===== src/rtl/mem_stage.sv =====
// Memory-access stage: latches one instruction from execute, collects the load response, extracts
// and extends the load lane, and hands the result to write-back. Build with MEM_STAGE_FWD_EN to get the decode bypass port.
module mem_stage (
    input  logic        clk,
    input  logic        resetn,
    input  logic        es_to_ms_valid,
    output logic        ms_allowin,
    input  logic [31:0] es_pc,
    input  logic [31:0] es_alu_result,
    input  logic [4:0]  es_rf_waddr,
    input  logic        es_rf_we,
    input  logic        es_mem_re,
    input  logic [2:0]  es_ld_op,
    input  logic        data_sram_data_ok,
    input  logic [31:0] data_sram_rdata,
    input  logic        ws_allowin,
    output logic        ms_to_ws_valid,
    output logic [31:0] ms_pc,
    output logic [31:0] ms_rf_wdata,
    output logic [4:0]  ms_rf_waddr,
    output logic        ms_rf_we,
    output logic        ms_fwd_valid,
    output logic [4:0]  ms_fwd_waddr,
    output logic [31:0] ms_fwd_wdata,
    output logic        ms_fwd_stall
);

    // state   | meaning
    // S_EMPTY | no instruction held
    // S_WAIT  | load held, response not yet seen
    // S_BUF   | load held, response parked in rdata_buf_q (write-back was stalled)
    // S_DONE  | non-load held, ready for write-back
    typedef enum logic [1:0] {S_EMPTY, S_WAIT, S_BUF, S_DONE} state_t;

    state_t      state_q, state_d, entry_state;
    logic [31:0] pc_q, pc_d;
    logic [31:0] alu_q, alu_d;
    logic [4:0]  waddr_q, waddr_d;
    logic        we_q, we_d;
    logic        mem_re_q, mem_re_d;
    logic [2:0]  ld_op_q, ld_op_d;
    logic [1:0]  addr_q, addr_d;
    logic [31:0] rdata_buf_q, rdata_buf_d;

    logic        ms_valid, buf_valid, ready_go, accept;
    logic [31:0] ld_word, ld_data;
    logic [7:0]  lane_b;
    logic [15:0] lane_h;

    assign ms_valid    = (state_q != S_EMPTY);
    assign buf_valid   = (state_q == S_BUF);
    assign ready_go    = !mem_re_q || buf_valid || data_sram_data_ok;
    assign ms_allowin  = !ms_valid || (ready_go && ws_allowin);
    assign accept      = es_to_ms_valid && ms_allowin;
    assign entry_state = es_mem_re ? S_WAIT : S_DONE;

    always_ff @(posedge clk or negedge resetn) begin
        if (!resetn) begin
            state_q     <= S_EMPTY;
            pc_q        <= 32'd0;
            alu_q       <= 32'd0;
            waddr_q     <= 5'd0;
            we_q        <= 1'b0;
            mem_re_q    <= 1'b0;
            ld_op_q     <= 3'd0;
            addr_q      <= 2'd0;
            rdata_buf_q <= 32'd0;
        end else begin
            state_q     <= state_d;
            pc_q        <= pc_d;
            alu_q       <= alu_d;
            waddr_q     <= waddr_d;
            we_q        <= we_d;
            mem_re_q    <= mem_re_d;
            ld_op_q     <= ld_op_d;
            addr_q      <= addr_d;
            rdata_buf_q <= rdata_buf_d;
        end
    end

    // A response with write-back open passes straight through: WAIT->DONE and the handoff share one edge.
    always_comb begin
        state_d = state_q;
        case (state_q)
            S_EMPTY: begin
                if (es_to_ms_valid)
                    state_d = entry_state;
            end
            S_WAIT: begin
                if (data_sram_data_ok) begin
                    if (!ws_allowin)
                        state_d = S_BUF;
                    else
                        state_d = es_to_ms_valid ? entry_state : S_EMPTY;
                end
            end
            S_BUF, S_DONE: begin
                if (ws_allowin)
                    state_d = es_to_ms_valid ? entry_state : S_EMPTY;
            end
            default: state_d = S_EMPTY;
        endcase
    end

    always_comb begin
        pc_d        = pc_q;
        alu_d       = alu_q;
        waddr_d     = waddr_q;
        we_d        = we_q;
        mem_re_d    = mem_re_q;
        ld_op_d     = ld_op_q;
        addr_d      = addr_q;
        rdata_buf_d = rdata_buf_q;
        if (accept) begin
            pc_d     = es_pc;
            alu_d    = es_alu_result;
            waddr_d  = es_rf_waddr;
            we_d     = es_rf_we;
            mem_re_d = es_mem_re;
            ld_op_d  = es_ld_op;
            addr_d   = es_alu_result[1:0];
        end
        if (state_q == S_WAIT && data_sram_data_ok && !ws_allowin)
            rdata_buf_d = data_sram_rdata;
    end

    always_comb begin
        ld_word = buf_valid ? rdata_buf_q : data_sram_rdata;
        case (addr_q)
            2'd0:    lane_b = ld_word[7:0];
            2'd1:    lane_b = ld_word[15:8];
            2'd2:    lane_b = ld_word[23:16];
            default: lane_b = ld_word[31:24];
        endcase
        lane_h = addr_q[1] ? ld_word[31:16] : ld_word[15:0];
        case (ld_op_q)
            3'b001:  ld_data = {{24{lane_b[7]}}, lane_b};
            3'b010:  ld_data = {{16{lane_h[15]}}, lane_h};
            3'b011:  ld_data = {24'd0, lane_b};
            3'b100:  ld_data = {16'd0, lane_h};
            default: ld_data = ld_word;
        endcase
        ms_to_ws_valid = ms_valid && ready_go;
        ms_pc          = pc_q;
        ms_rf_waddr    = waddr_q;
        ms_rf_we       = we_q;
        ms_rf_wdata    = mem_re_q ? ld_data : alu_q;
    end

`ifdef MEM_STAGE_FWD_EN
    assign ms_fwd_valid = ms_valid && we_q && (waddr_q != 5'd0);
    assign ms_fwd_waddr = waddr_q;
    assign ms_fwd_wdata = ms_rf_wdata;
    assign ms_fwd_stall = ms_valid && mem_re_q && !ready_go;
`else
    assign ms_fwd_valid = 1'b0;
    assign ms_fwd_waddr = 5'd0;
    assign ms_fwd_wdata = 32'd0;
    assign ms_fwd_stall = 1'b0;
`endif

endmodule


===== config.mk =====
export PLATFORM = sky130hd
export DESIGN_NAME = mem_stage
export DESIGN_NICKNAME = d
export VERILOG_FILES = /design/src/rtl/mem_stage.sv
export SDC_FILE = /design/constraint.sdc
export NUM_CORES = 1
export LEC_CHECK = 0
export ABC_CLOCK_PERIOD_IN_PS = 2600
export CORE_MARGIN = 2
export CORE_UTILIZATION = 30
export DETAILED_ROUTE_END_ITERATION = 8
export PLACE_DENSITY = 0.58
export RECOVER_POWER = 100
export SYNTH_ARGS = -nofsm -noshare
export SYNTH_HDL_FRONTEND = slang
export SYNTH_SLANG_ARGS = --single-unit

===== constraint.sdc =====
create_clock -name clk -period 2.6 [get_ports clk]
set_input_delay 0.39 -clock clk [delete_from_list [all_inputs] [get_ports clk]]
set_output_delay 0.39 -clock clk [all_outputs]
set_load 0.01 [all_outputs]

==> results.txt, run 1 <==
- Core area: 18640 um^2
- The worst setup path is captured at an output pin.
- Router iterations before antenna repair: 4
* Relative slew slack: 15.25%
* Clock tree from TritonCTS: yes
- At the end of the flow, the number of nets in the layout was 801.
- The first global-routing pass estimated 27430 um of wire.
* Number of top-level pins: 222
- The tree built by TritonCTS fans out to 108 sinks.
- By startpoint and endpoint, the worst setup path is classified as reg -> out.
- Failing checks: negative setup slack
- The flow ran to the end, but the final reports show violations.
- Area used by multi-input combinational logic: 2920 um^2
- Data arrives at the worst endpoint at 2.43 ns.
- Startpoint kind of the worst setup timing path: flop
- IR analysis of the VDD net gives a maximum drop of 0.3473 mV.
- Data on the critical path is required at its endpoint by 2.21 ns.
* Port Buffers: 182
- Summed over all layers, the routed wires come to 17980 um.
- The congestion estimate from routability-driven global placement came to 0.8826.
- Largest net degree at the start of global routing: 48
- The final critical path takes up 108.5% of the cycle.
- The biggest area contributor in the post-synthesis netlist is sky130_fd_sc_hd__dfrtp_1.
- Detailed-route wire length per cell: 19.35 um
- In this run the horizontal extent of the chip is 141.4 um.
- HPWL Detailed: 12950 um
- Setup violations remaining at the end of the flow were counted as 27.
- Worst slack after detailed placement: -0.5680 ns
* Clock-pin slew on the worst setup and hold paths: 0.08 ns
* Root Buffer Master: sky130_fd_sc_hd__clkbuf_16
* Mean Syn Cell Area: 12.31 um^2
- Cells fill 45.60% of the core in the end.
- Worst hold-check path type: in -> async
- Max Clock Skew: 0.01187 ns
- In this run, CTS created clock tree buffers numbering 9.
- Die extent in y: 141.4 um
- Summing internal, switching and leakage power gives 7.964 mW.
* DRC violation total after the first TritonRoute iteration: 195
- The number of antenna diodes in the final layout is 0.
* Critical Path Max Stage Delay: 0.43 ns
- Effective utilization at floorplan: 30.38%
* Drt via density: 4.845
- Once placement finished, the instance area stood at 7936 um^2.
- Max-cap violations in this run came to 0.
- In the final layout, the share of cells above drive strength 1 is 38.13%.
- Vias after detailed routing: 4501
* Total routing resource utilization after global routing: 17.88%
* Post-synth top area share: 47.71%
- The Yosys step of the flow raised 0 warnings.
- Slowest CP cell: sky130_fd_sc_hd__dfrtp_1
* Number of antenna violations at the first check in global routing: 0
- The die covers 20000 um^2.
- After routing, the total negative slack on setup checks comes to -4.029 ns.
- The count of nets left with antenna violations once routing finished came out at 0.
- From synthesis to final layout, the design area changed by 50.10%.
- Transition time at the pin with the least slew margin: 1.271 ns
- Once routing completed, OpenROAD measured the worst setup slack at -0.2209 ns.
- The via count of the first global-routing pass was 4824.
- The count of final hold-check violations is 0.
* Final instance area: 8502 um^2
* RSZ-0062 raised after global routing: true
- Most used cell, CP: sky130_fd_sc_hd__buf_4
- After filler insertion, the fill cell instance count of the layout stands at 1755.
- For this run the aggregate overflow at the end of global routing stands at 0.
- Dominant delay contributor by cell family on the critical path: compound AO/OA/AOI/OAI gates
* Max H-tree Level: 3
- In this run the deepest clock path goes through 2 buffers.
* Biggest area contributors in the synthesized netlist: sky130_fd_sc_hd__dfrtp_1 (48%), sky130_fd_sc_hd__mux2_2 (21%), sky130_fd_sc_hd__mux2i_1 (7.1%)
* Ordered list of cells on the worst path: and2b_2 > a2111oi_4 > buf_4 > nor4_4 > buf_4 > o211a_4 > a211o_1 > buf_2
- Maximum net fanout on the critical path: 8
* Worst-Skew Late Latency: 0.35 ns
* Post-route minimum period: 2.821 ns
- Flip-flop and latch count after synthesis: 108
- Buffer and inverter count on the worst path: 3
- Post-Syn Instances: 460
- Pleak: 3.787 nW
* Share of synthesized area occupied by flip-flops and latches: 47.71%
- Dividing total power by cell area gives a power density of 936.7 nW/um^2.
- Seq. cell area: 2708 um^2
* Row cnt: 50
* Max Clk Rate: 354.5 MHz
* Post-detailed-route DRC marker count: 0
- After synthesis the cells add up to 5664 um^2.
- Number of distinct library cells after synthesis: 41
- The max-slew violation count was 0.
[path summary, 6_finish.rpt]
kind                                 start         endpoint  slack [ns]  depth (start not counted)
worst max-delay path            state_q[1]  ms_rf_wdata[30]       -0.22                          8
max in group asynchronous           resetn       ld_op_q[2]        0.47                          2
worst min-delay path                resetn        ms_pc[10]        0.23                          1
min in group clk                  ms_pc[0]         ms_pc[0]        0.50                          1
worst min register to register    ms_pc[0]         ms_pc[0]        0.50                          1
worst max register to register  state_q[0]   rdata_buf_q[3]        0.19                          6
[flip-flops by register name (all words and copies together) (netlist names)]
signal,count
ms_pc,32
alu_q,32
ms_rf_waddr,5
ld_op_q,3
rdata_buf_q,32
mem_re_q,1
ms_rf_we,1
state_q,2
[per-layer routing]
metal  up-vias  share of wire, %  track usage (%)
li1       2068                 -                -
met1      2204                42            23.04
met2       204                48            29.20
met3        25               7.4            4.624
met4         0               2.4            6.316
met5         -                 0                0
[cells in the final DEF, fill, tap and decap left out, types with 2 or more instances in the layout]
cell type | synthesis | final
sky130_fd_sc_hd__nand2_1 | 18 | 16
sky130_fd_sc_hd__dfrtp_1 | 108 | 104
sky130_fd_sc_hd__a22oi_1 | 2 | 2
sky130_fd_sc_hd__buf_4 | 39 | 47
sky130_fd_sc_hd__nor2b_1 | 5 | 4
sky130_fd_sc_hd__dfrtp_2 | 0 | 4
sky130_fd_sc_hd__o22ai_4 | 0 | 3
sky130_fd_sc_hd__buf_2 | 14 | 27
sky130_fd_sc_hd__buf_12 | 0 | 4
sky130_fd_sc_hd__o22ai_2 | 0 | 3
sky130_fd_sc_hd__nor3_1 | 16 | 16
sky130_fd_sc_hd__buf_8 | 0 | 2
sky130_fd_sc_hd__inv_1 | 3 | 2
sky130_fd_sc_hd__mux2_2 | 107 | 106
sky130_fd_sc_hd__o21ai_0 | 4 | 3
sky130_fd_sc_hd__clkbuf_4 | 0 | 2
sky130_fd_sc_hd__a21oi_2 | 0 | 6
sky130_fd_sc_hd__dlygate4sd3_1 | 0 | 41
sky130_fd_sc_hd__clkbuf_2 | 0 | 5
sky130_fd_sc_hd__nand2b_1 | 3 | 3
sky130_fd_sc_hd__a21oi_1 | 22 | 16
sky130_fd_sc_hd__mux2i_2 | 0 | 3
sky130_fd_sc_hd__inv_6 | 0 | 2
sky130_fd_sc_hd__buf_6 | 3 | 10
sky130_fd_sc_hd__nor2_1 | 7 | 5
sky130_fd_sc_hd__clkdlybuf4s50_1 | 0 | 108
sky130_fd_sc_hd__nand4_1 | 2 | 2
sky130_fd_sc_hd__mux2i_1 | 40 | 36
sky130_fd_sc_hd__a2111oi_4 | 2 | 2
sky130_fd_sc_hd__o211a_4 | 1 | 2
sky130_fd_sc_hd__a221o_1 | 6 | 6
sky130_fd_sc_hd__a211o_1 | 16 | 16
sky130_fd_sc_hd__clkbuf_1 | 11 | 2
sky130_fd_sc_hd__conb_1 | 1 | 39
sky130_fd_sc_hd__clkbuf_16 | 0 | 9
sky130_fd_sc_hd__nand2_4 | 0 | 2
[synthesized netlist by cell type (all sizes together)]
library cell / n
a311oi: 2
o22a: 1
mux4: 1
nor4: 1
and2b: 1
nand2: 18
nor3b: 1
conb: 1
a311o: 1
a211o: 16
nand3: 2
nor4b: 1
nor3: 16
a2111oi: 2
a211oi: 3
dfrtp: 108
buf: 58
mux2i: 40
nand4: 2
a22oi: 2
o211a: 1
a221o: 6
nor2b: 5
o22ai: 7
o32ai: 1
xnor2: 2
a21oi: 22
clkbuf: 11
mux2: 107
o21ai: 4
inv: 3
nand2b: 4
nor2: 7
and3: 1
xor2: 1
o221ai: 1
[cells by family after synthesis]
group / synth area share, %
multiplexers: 28.74
flip-flops: 47.71
buffers and inverters: 8.063
XOR/XNOR: 0.4640
other: 0.06621
AND/OR/NAND/NOR: 5.346
AO/OA/AOI/OAI: 9.609
[repair_timing]
item                                    in CTS  in global routing
pin swaps                                   23                 14
gates cloned                                 1                  0
hold buffers                                 0                  0
setup buffers                               14                  4
endpoints found under the setup margin      32                 32
gates resized for setup                    167                 24
endpoints found under the hold margin        0                  0
[power breakdown]
group	internal [mW]	total [mW]	switching (mW)
sequential	2.25	2.60	0.356
combinational	2.06	3.92	1.86
clock	0.764	1.44	0.678
total	5.07	7.96	2.89
[stage by stage]
step / hold WS [ns] / cells
floorplan: 0.09441 / 498
global placement: 0.4212 / 895
detailed placement: 0.4204 / 895
CTS: 0.03732 / 925
global route: 0.3212 / 929
finish: 0.2345 / 929
[area by class of cell]
class / instances / share of cell area (%)
Clock buffer: 9 / 2.649
Clock inverter: 7 / 1.001
Inverter: 3 / 0.1325
Multi-Input combinational cell: 319 / 34.35
Sequential cell: 108 / 31.85
Tap cell: 234 / 3.444
Timing Repair Buffer: 249 / 26.58
[worst register-to-register path, stage by stage, from the launching register on]
cell,delay (ns)
sky130_fd_sc_hd__dfrtp_1,0.36
sky130_fd_sc_hd__clkbuf_4,0.13
sky130_fd_sc_hd__clkbuf_1,0.25
sky130_fd_sc_hd__nor2b_1,0.22
sky130_fd_sc_hd__nor3b_2,0.18
sky130_fd_sc_hd__clkbuf_2,0.71
sky130_fd_sc_hd__mux2_2,0.45
Note: power is estimated with default switching activity, not from simulation.
==> inputs of run 2 (changes only) <==
--- a/config.mk
+++ b/config.mk
@@ -5,12 +5,14 @@
 export SDC_FILE = /design/constraint.sdc
 export NUM_CORES = 1
 export LEC_CHECK = 0
-export ABC_CLOCK_PERIOD_IN_PS = 2600
+export ABC_CLOCK_PERIOD_IN_PS = 3300
 export CORE_MARGIN = 2
 export CORE_UTILIZATION = 30
 export DETAILED_ROUTE_END_ITERATION = 8
+export GPL_TIMING_DRIVEN = 0
 export PLACE_DENSITY = 0.58
 export RECOVER_POWER = 100
+export SKIP_LAST_GASP = 1
 export SYNTH_ARGS = -nofsm -noshare
 export SYNTH_HDL_FRONTEND = slang
 export SYNTH_SLANG_ARGS = --single-unit
==> constraint.sdc (replaced) <==
create_clock -name clk -period 3.3 [get_ports clk]
set_input_delay 0.495 -clock clk [delete_from_list [all_inputs] [get_ports clk]]
set_output_delay 0.495 -clock clk [all_outputs]
set_load 0.01 [all_outputs]
==> run 2 against run 1 <==
Register-to-register slack better by 0.56 ns. Critical path type unchanged. Clock skew down 0.0060 ns. Combinational power down 30%. The flow now finishes without violations. Sequential cell count unchanged. Hold slack better by 0.23 ns.
==> results.txt, run 2 (synthesized netlist as in run 1, its figures left out) <==
- Critical Path End Type: output pin
- DRC violation total after the first TritonRoute iteration: 160 (-18%)
- Commonest non-fill, non-tap cells in the layout: sky130_fd_sc_hd__clkdlybuf4s50_1 (127), sky130_fd_sc_hd__dfrtp_1 (106), sky130_fd_sc_hd__mux2_2 (105), sky130_fd_sc_hd__buf_4 (42), sky130_fd_sc_hd__dlygate4sd3_1 (42)
- The half-perimeter wire length after placement was 13300 um (+2.7%).
* Startpoint kind of the worst setup timing path: flop
* Max H-tree Level: 3 (unchanged)
- The critical path is of the reg -> out type.
- Pwr dens: 708.3 nW/um^2 (-24%)
- The area enclosed by the die boundary came to 20000 um^2 (unchanged).
- The TritonCTS buffer count came to 9 (unchanged).
- The worst-case setup slack after placement came to -0.1387 ns (+0.4293 ns).
- The routed via count was 4471 (-0.67%).
- Setup crit start: state_q[0]
- Number of nets at the end of the flow: 803 (+0.25%)
- The count of nets left with antenna violations after detail routing came to 0 (unchanged).
* Post-cts hold buffer count: 0 (unchanged)
- Crit path capture: ms_rf_wdata[9]
* Total detailed-routing wirelength: 16980 um (-5.6%)
* Row cnt: 50 (unchanged)
- Final instance area: 8278 um^2 (-2.6%)
- # Max-Cap Violations: 0 (unchanged)
- The worst supply voltage drop on vdd was 0.3131 mV (-9.9%).
* RSZ-0062 raised after global routing: true
- The via count of the first global-routing pass is 4735 (-1.8%).
- The antenna diode count is 0 (unchanged).
- Number of max-slew violations in the final report: 0 (unchanged)
* Final Setup Violations: 0 (-100%)
- Number of top-level pins: 222 (unchanged)
* Clock-pin slew on the worst setup and hold paths: 0.07 ns (about the same)
- Share of the clock period used by the worst path after layout: 98.20%
- The clock net sink count is 108 (unchanged).
- The combined global-route utilization of all metal layers is 17.08% (-0.81 points).
* Effective utilization at floorplan: 30.38% (unchanged)
* Slowest CP cell: sky130_fd_sc_hd__clkdlybuf4s50_1
- Placed instance area: 7946 um^2 (+0.13%)
- Post-detailed-route DRC marker count: 0 (unchanged)
- Leading cell type in the layout, fill and taps excluded: sky130_fd_sc_hd__clkdlybuf4s50_1
- The startpoint identified for the worst register-to-register timing path is state_q[0].
- The static power due to leakage is 3.702 nW (-2.3%).
* Data required time at the worst endpoint: 2.80 ns (+0.59 ns)
* Total chip power: 5.864 mW (-26%)
- Largest net degree at the start of global routing: 56 (+17%)
* Most used cell, CP: sky130_fd_sc_hd__buf_6
- The remaining global-route overflow was 0 (unchanged).
* Synthesis-to-layout area growth: 46.15%
* Final WS setup: 0.05935 ns (+0.2802 ns)
- The insertion delay of the later-clocked pin in the worst-skew pair is 0.35 ns (about the same).
* Outcome: completed
- Share of final-layout standard cells stronger than drive strength 1: 28.30% (-9.8 points)
- The headroom to the max-slew limit was 2.437% (-13 points).
- The number of detailed-routing iterations run before antenna repair came to 4 (unchanged).
- Based on the critical path, the design can be clocked at up to 308.6 MHz.
- The final RePlAce weighted congestion was 0.9352 (+6.0%).
- The post-route non-filler standard cell count is 930 (+0.11%).
- Final Hold Violating Endpoints: 0 (unchanged)
- Maximum net fanout on the critical path: 9 (+1)
* Internal reg-to-reg setup slack: 0.75 ns (+0.56 ns)
* Layout fillers: 1769 (+0.80%)
- Drt via density: 4.808 (-0.77%)
- Root Buffer Master: sky130_fd_sc_hd__clkbuf_16
- The worst-margin pin slew was 1.463 ns (+0.1922 ns).
- Maximum number of buffers from clock root to sink: 2 (unchanged)
* Global-route wire length before repair: 26180 um (-4.6%)
- Crit Reg-Reg Endpoint: rdata_buf_q[10]
* Worst hold-check path type: in -> async
* Reg2Reg Depth: 5 (-1)
- TritonCTS built the clock tree.
* Core area: 18640 um^2 (unchanged)
* Number of antenna violations at the first check in global routing: 0 (unchanged)
- Traced cell by cell, the critical path runs through buf_6 > nand2b_4 > buf_6 > mux2_2 > nand2_2 > a311oi_4 > buf_4 > a21oi_1 > clkdlybuf4s50_1.
* Port Buffers: 182 (unchanged)
* Max Clock Skew: 0.005891 ns (-0.005980 ns)
* Width of the chip: 141.4 um (unchanged)
* Detailed-route wire length per cell: 18.25 um (-5.7%)
- The biggest cell delay along the critical path is 0.58 ns (+0.15 ns).
* Post-route minimum period: 3.241 ns
* Placed insts: 915 (+2.2%)
* Die extent in y: 141.4 um (unchanged)
* Worst endpoint data arrival time: 2.75 ns (+0.32 ns)
run 2: cell types whose count changed in the layout (fill, tap and decap cells not counted), sizes merged:
cell / previous run / this run
o211a: 2 / 1
dlygate4sd2: 0 / 10
clkbuf: 18 / 33
clkdlybuf4s15: 1 / 0
clkinvlp: 1 / 2
dlygate4sd3: 41 / 42
clkinv: 4 / 2
buf: 90 / 47
dlymetal6s2s: 0 / 2
clkdlybuf4s50: 108 / 127
run 2: worst min-delay path by stage:
stage	startpoint	to	slack (ns)	cells past startpoint
CTS	resetn	ms_rf_we	0.22	1
finish	resetn	ms_rf_we	0.47	1
detailed placement	ms_pc[0]	ms_pc[0]	0.49	1
floorplan	resetn	alu_q[0]	0.20	0
global route	ms_pc[14]	ms_pc[14]	0.52	1
global placement	ms_pc[28]	ms_pc[28]	0.49	1
run 2: critical path, delay by kind of cell (launching register included):
family | cells | cell delay, ns
AOI/OAI and AO/OA | 2 | 0.32
buffers and inverters | 4 | 1.05
DFF | 1 | 0.34
muxes | 1 | 0.40
and+or+nand+nor | 2 | 0.27
run 2: power by group:
group	internal [mW]	total (mW)	switching, mW
registers	1.77	2.05	0.279
clock network	0.585	1.09	0.502
logic	1.45	2.73	1.28
total	3.81	5.86	2.06
run 2: layer usage:
metal  GRT usage (%)  wire length, um
met1           20.00             6540
met2           29.08             8193
met3           5.602             1789
met4           6.684              451
met5               0                0
run 2: per-stage QoR:
| stage | hold WS, ns | setup TNS, ns | utilization (%) |
|---|---|---|---|
| 6_report | 0.4665 | 0 | 44.40 |
| 5_1_grt | 0.5218 | -0.01406 | 44.40 |
| 4_1_cts | 0.2189 | 0 | 44.40 |
| 3_5_place_dp | 0.4919 | -1.615 | 42.62 |
| 3_3_place_gp | 0.4883 | -270.25 | 42.49 |
| 2_1_floorplan | 0.1994 | 0 | - |
run 2: cell type report:
cell class                      instances  area [um^2]  area share [%]
Multi-Input combinational cell        318         2715           32.80
Sequential cell                       108         2705           32.68
Timing Repair Buffer                  184         1822           22.01
Buffer                                 68        442.9           5.351
Tap cell                              234        292.8           3.537
Clock buffer                            9        225.2           2.721
Clock inverter                          6        63.81          0.7709
Inverter                                3        11.26          0.1360
run 2: timing repair:
action | CTS | global route
pin swaps | 1 | 0
buffers inserted | 1 | 0
endpoints found under the setup margin | 28 | 15
gates resized for setup | 23 | 16
==> inputs of run 3 (changes only) <==
--- a/config.mk
+++ b/config.mk
@@ -6,12 +6,12 @@
 export NUM_CORES = 1
 export LEC_CHECK = 0
 export ABC_CLOCK_PERIOD_IN_PS = 3300
-export CORE_MARGIN = 2
-export CORE_UTILIZATION = 30
+export CORE_MARGIN = 10
+export CORE_UTILIZATION = 41
 export DETAILED_ROUTE_END_ITERATION = 8
 export GPL_TIMING_DRIVEN = 0
-export PLACE_DENSITY = 0.58
-export RECOVER_POWER = 100
+export PLACE_DENSITY = 0.75
+export RECOVER_POWER = 50
 export SKIP_LAST_GASP = 1
 export SYNTH_ARGS = -nofsm -noshare
 export SYNTH_HDL_FRONTEND = slang
==> run 3 against run 2 <==
Combinational power up 2%. Sequential power about the same. Routed wire length up 8.0%. Largest cell class unchanged. Non-clock buffer count up 1. Clock power up 7%. Critical path type unchanged. Global-route usage up 2.0 points. The run now ends with max-capacitance violations, max-slew violations left. Sequential share of layout area about the same. Register-to-register slack better by 0.21 ns.
==> results.txt, run 3 (synthesized netlist as in run 1, its figures left out) <==
- Number of antenna-violating nets in the routed design: 0 (unchanged)
- Number of buffers created by CTS: 9 (unchanged)
- Number of nets at the end of the flow: 804 (+0.12%)
* Number of top-level pins: 222 (unchanged)
* # Max-Cap Violations: 1 (+1)
* Weighted congestion at the end of routability-driven global placement: 0.8626 (-7.8%)
* Total routing resource utilization after global routing: 19.07% (+2.0 points)
- The cell sitting at the root of the clock tree is a sky130_fd_sc_hd__clkbuf_16.
- RSZ-0062 raised after global routing: true
* Sum of negative setup slack: 0 ns (unchanged)
- Total chip power: 5.999 mW (+2.3%)
- The row count is 42 (-16%).
- Startpoint kind of the worst setup timing path: flop
- The final reports fail on max-capacitance violations, max-slew violations.
- The post-route non-filler standard cell count was 872 (-6.2%).
- Pwr dens: 726.1 nW/um^2 (+2.5%)
- The logic depth of the worst register-to-register path is 8 (+3).
- Post-route minimum period: 3.284 ns (+0.04374 ns)
- The core area came to 13400 um^2 (-28%).
- Post-detailed-route DRC marker count: 0 (unchanged)
- Drt via density: 5.109 (+6.3%)
* Number of cells on the worst hold path: 1
- The worst register-to-register path begins at mem_re_q.
- Number of global-route vias before repair: 4796 (+1.3%)
- Placed insts: 857 (-6.3%)
- Share of the clock period used by the worst path after layout: 99.53% (+1.3 points)
- The run finished, with violations left.
- DRC violation total after the first TritonRoute iteration: 311 (+94%)
- Effective utilization at floorplan: 42.27% (+12 points)
- The number of detailed-routing iterations run before antenna repair is 4 (unchanged).
- Die extent in y: 137.5 um (-2.7%)
- The biggest cell delay along the critical path is 0.50 ns (-0.08 ns).
- The worst-margin pin slew came to 1.676 ns (+0.2124 ns).
- Max Clk Rate: 304.5 MHz (-1.3%)
- Data required time at the worst endpoint: 2.80 ns (about the same)
- STA classifies the critical path endpoint as an output pin.
* Commonest non-fill, non-tap cells in the layout: sky130_fd_sc_hd__clkdlybuf4s50_1 (133), sky130_fd_sc_hd__mux2_2 (107), sky130_fd_sc_hd__dfrtp_1 (107), sky130_fd_sc_hd__buf_4 (43), sky130_fd_sc_hd__conb_1 (39)
- Total inserted antenna cells: 0 (unchanged)
* Worst Path Class, Setup: reg -> out
* Port Buffers: 182 (unchanged)
- Total detailed-routing wirelength: 18330 um (+8.0%)
- Capture endpoint of the worst hold path: ms_pc[2]
- Final instance area: 8262 um^2 (-0.20%)
* Overflow left after global routing: 0 (unchanged)
* Number of max-slew violations in the final report: 68 (+68)
* Width of the chip: 137.5 um (-2.7%)
* Slowest CP cell: sky130_fd_sc_hd__clkdlybuf4s50_1
* Vias after detailed routing: 4455 (-0.36%)
- Crit Reg-Reg Endpoint: ms_rf_waddr[2]
- The area enclosed by the die boundary is 18920 um^2 (-5.4%).
- Max Clock Skew: 0.01075 ns (+0.004858 ns)
- The worst supply voltage drop on vdd was 0.4172 mV (+33%).
- The insertion delay of the later-clocked pin in the worst-skew pair was 0.36 ns (about the same).
- Walking the worst path, the cells encountered are and2b_1 > a2111oi_4 > nor2_1 > a311oi_4 > buf_4 > a21oi_1 > clkdlybuf4s50_1.
* Leading cell type in the layout, fill and taps excluded: sky130_fd_sc_hd__clkdlybuf4s50_1
- Relative slew slack: -11.72% (-14 points)
* Clock-pin slew on the worst setup and hold paths: 0.07 ns (about the same)
- The number of antenna violations at the first check in global routing came to 0 (unchanged).
- The path class of the tightest hold or removal check is reg -> reg.
* Placed instance area: 7866 um^2 (-1.0%)
* Post-cts hold buffer count: 0 (unchanged)
- Largest net degree at the start of global routing: 68 (+21%)
* Final Setup Violations: 0 (unchanged)
- The half-perimeter wire length after placement came to 14750 um (+11%).
* Max H-tree Level: 3 (unchanged)
- The static power due to leakage was 3.787 nW (+2.3%).
* Maximum number of buffers from clock root to sink: 2 (unchanged)
* Worst Min Path Start: ms_pc[2]
- Detailed-route wire length per cell: 21.01 um (+15%)
- Maximum net fanout on the critical path: 7 (-2)
- Sinks on Clock Net: 108 (unchanged)
- Internal reg-to-reg setup slack: 0.96 ns (+0.21 ns)
* Final Hold Violating Endpoints: 0 (unchanged)
- Global-route wire length before repair: 27440 um (+4.8%)
- The arrival time of the worst setup path came to 2.79 ns (+0.04 ns).
- Share of final-layout standard cells stronger than drive strength 1: 29.74% (+1.4 points)
- Clock tree from TritonCTS: yes
* Synthesis-to-layout area growth: 45.86%
[run 3: power breakdown]
part	switching [mW]	internal [mW]
sequential	0.283	1.77
combinational	1.30	1.47
clock	0.488	0.679
[run 3: cell type report]
cell class / count / area (um^2)
Clock inverter: 4 / 73.82
Timing Repair Buffer: 185 / 1839
Inverter: 3 / 11.26
Sequential cell: 108 / 2704
Clock buffer: 10 / 239.0
Fill cell: 1099 / 5139
Buffer: 68 / 455.4
Tap cell: 176 / 220.2
Multi-Input combinational cell: 318 / 2719
[run 3: repair_timing]
| item | 4_1_cts | 5_1_grt |
|---|---|---|
| setup endpoints to repair | 28 | 22 |
| pin swaps | 1 | 0 |
| setup buffers | 2 | 0 |
| gates resized for setup | 22 | 21 |
[run 3: worst max-delay path by stage]
stage / startpoint / depth (start not counted) / endpoint
3_5_place_dp: data_sram_rdata[7] / 8 / ms_rf_wdata[30]
3_3_place_gp: resetn / 1 / rdata_buf_q[12]
4_1_cts: ld_op_q[0] / 7 / ms_rf_wdata[13]
6_report: state_q[1] / 7 / ms_rf_wdata[13]
5_1_grt: state_q[0] / 9 / ms_rf_wdata[14]
2_1_floorplan: state_q[0] / 8 / ms_rf_wdata[21]
[run 3: critical path: cells and delay by family, from the launching register on]
kind | cells | cell delay, ns
flip-flops | 1 | 0.48
buffers and inverters | 2 | 0.71
AO/OA/AOI/OAI | 3 | 0.82
AND/OR/NAND/NOR | 2 | 0.43
[run 3: layer usage]
layer | vias to the layer above | global-route usage [%] | part of all wire [%]
met5 | - | 0 | 0
li1 | 2061 | - | -
met2 | 228 | 31.19 | 47
met4 | 0 | 6.382 | 1.3
met1 | 2147 | 21.74 | 38
met3 | 19 | 8.558 | 13
[run 3: stage by stage]
stage	hold slack [ns]	util, %	setup slack [ns]
6_report	0.5000	61.65	0.01561
5_1_grt	0.5106	61.65	-0.05470
4_1_cts	0.2830	61.45	-0.05231
3_5_place_dp	0.4895	58.70	-0.1396
3_3_place_gp	0.4828	58.57	-2.408
2_1_floorplan	0.1994	-	0.9155
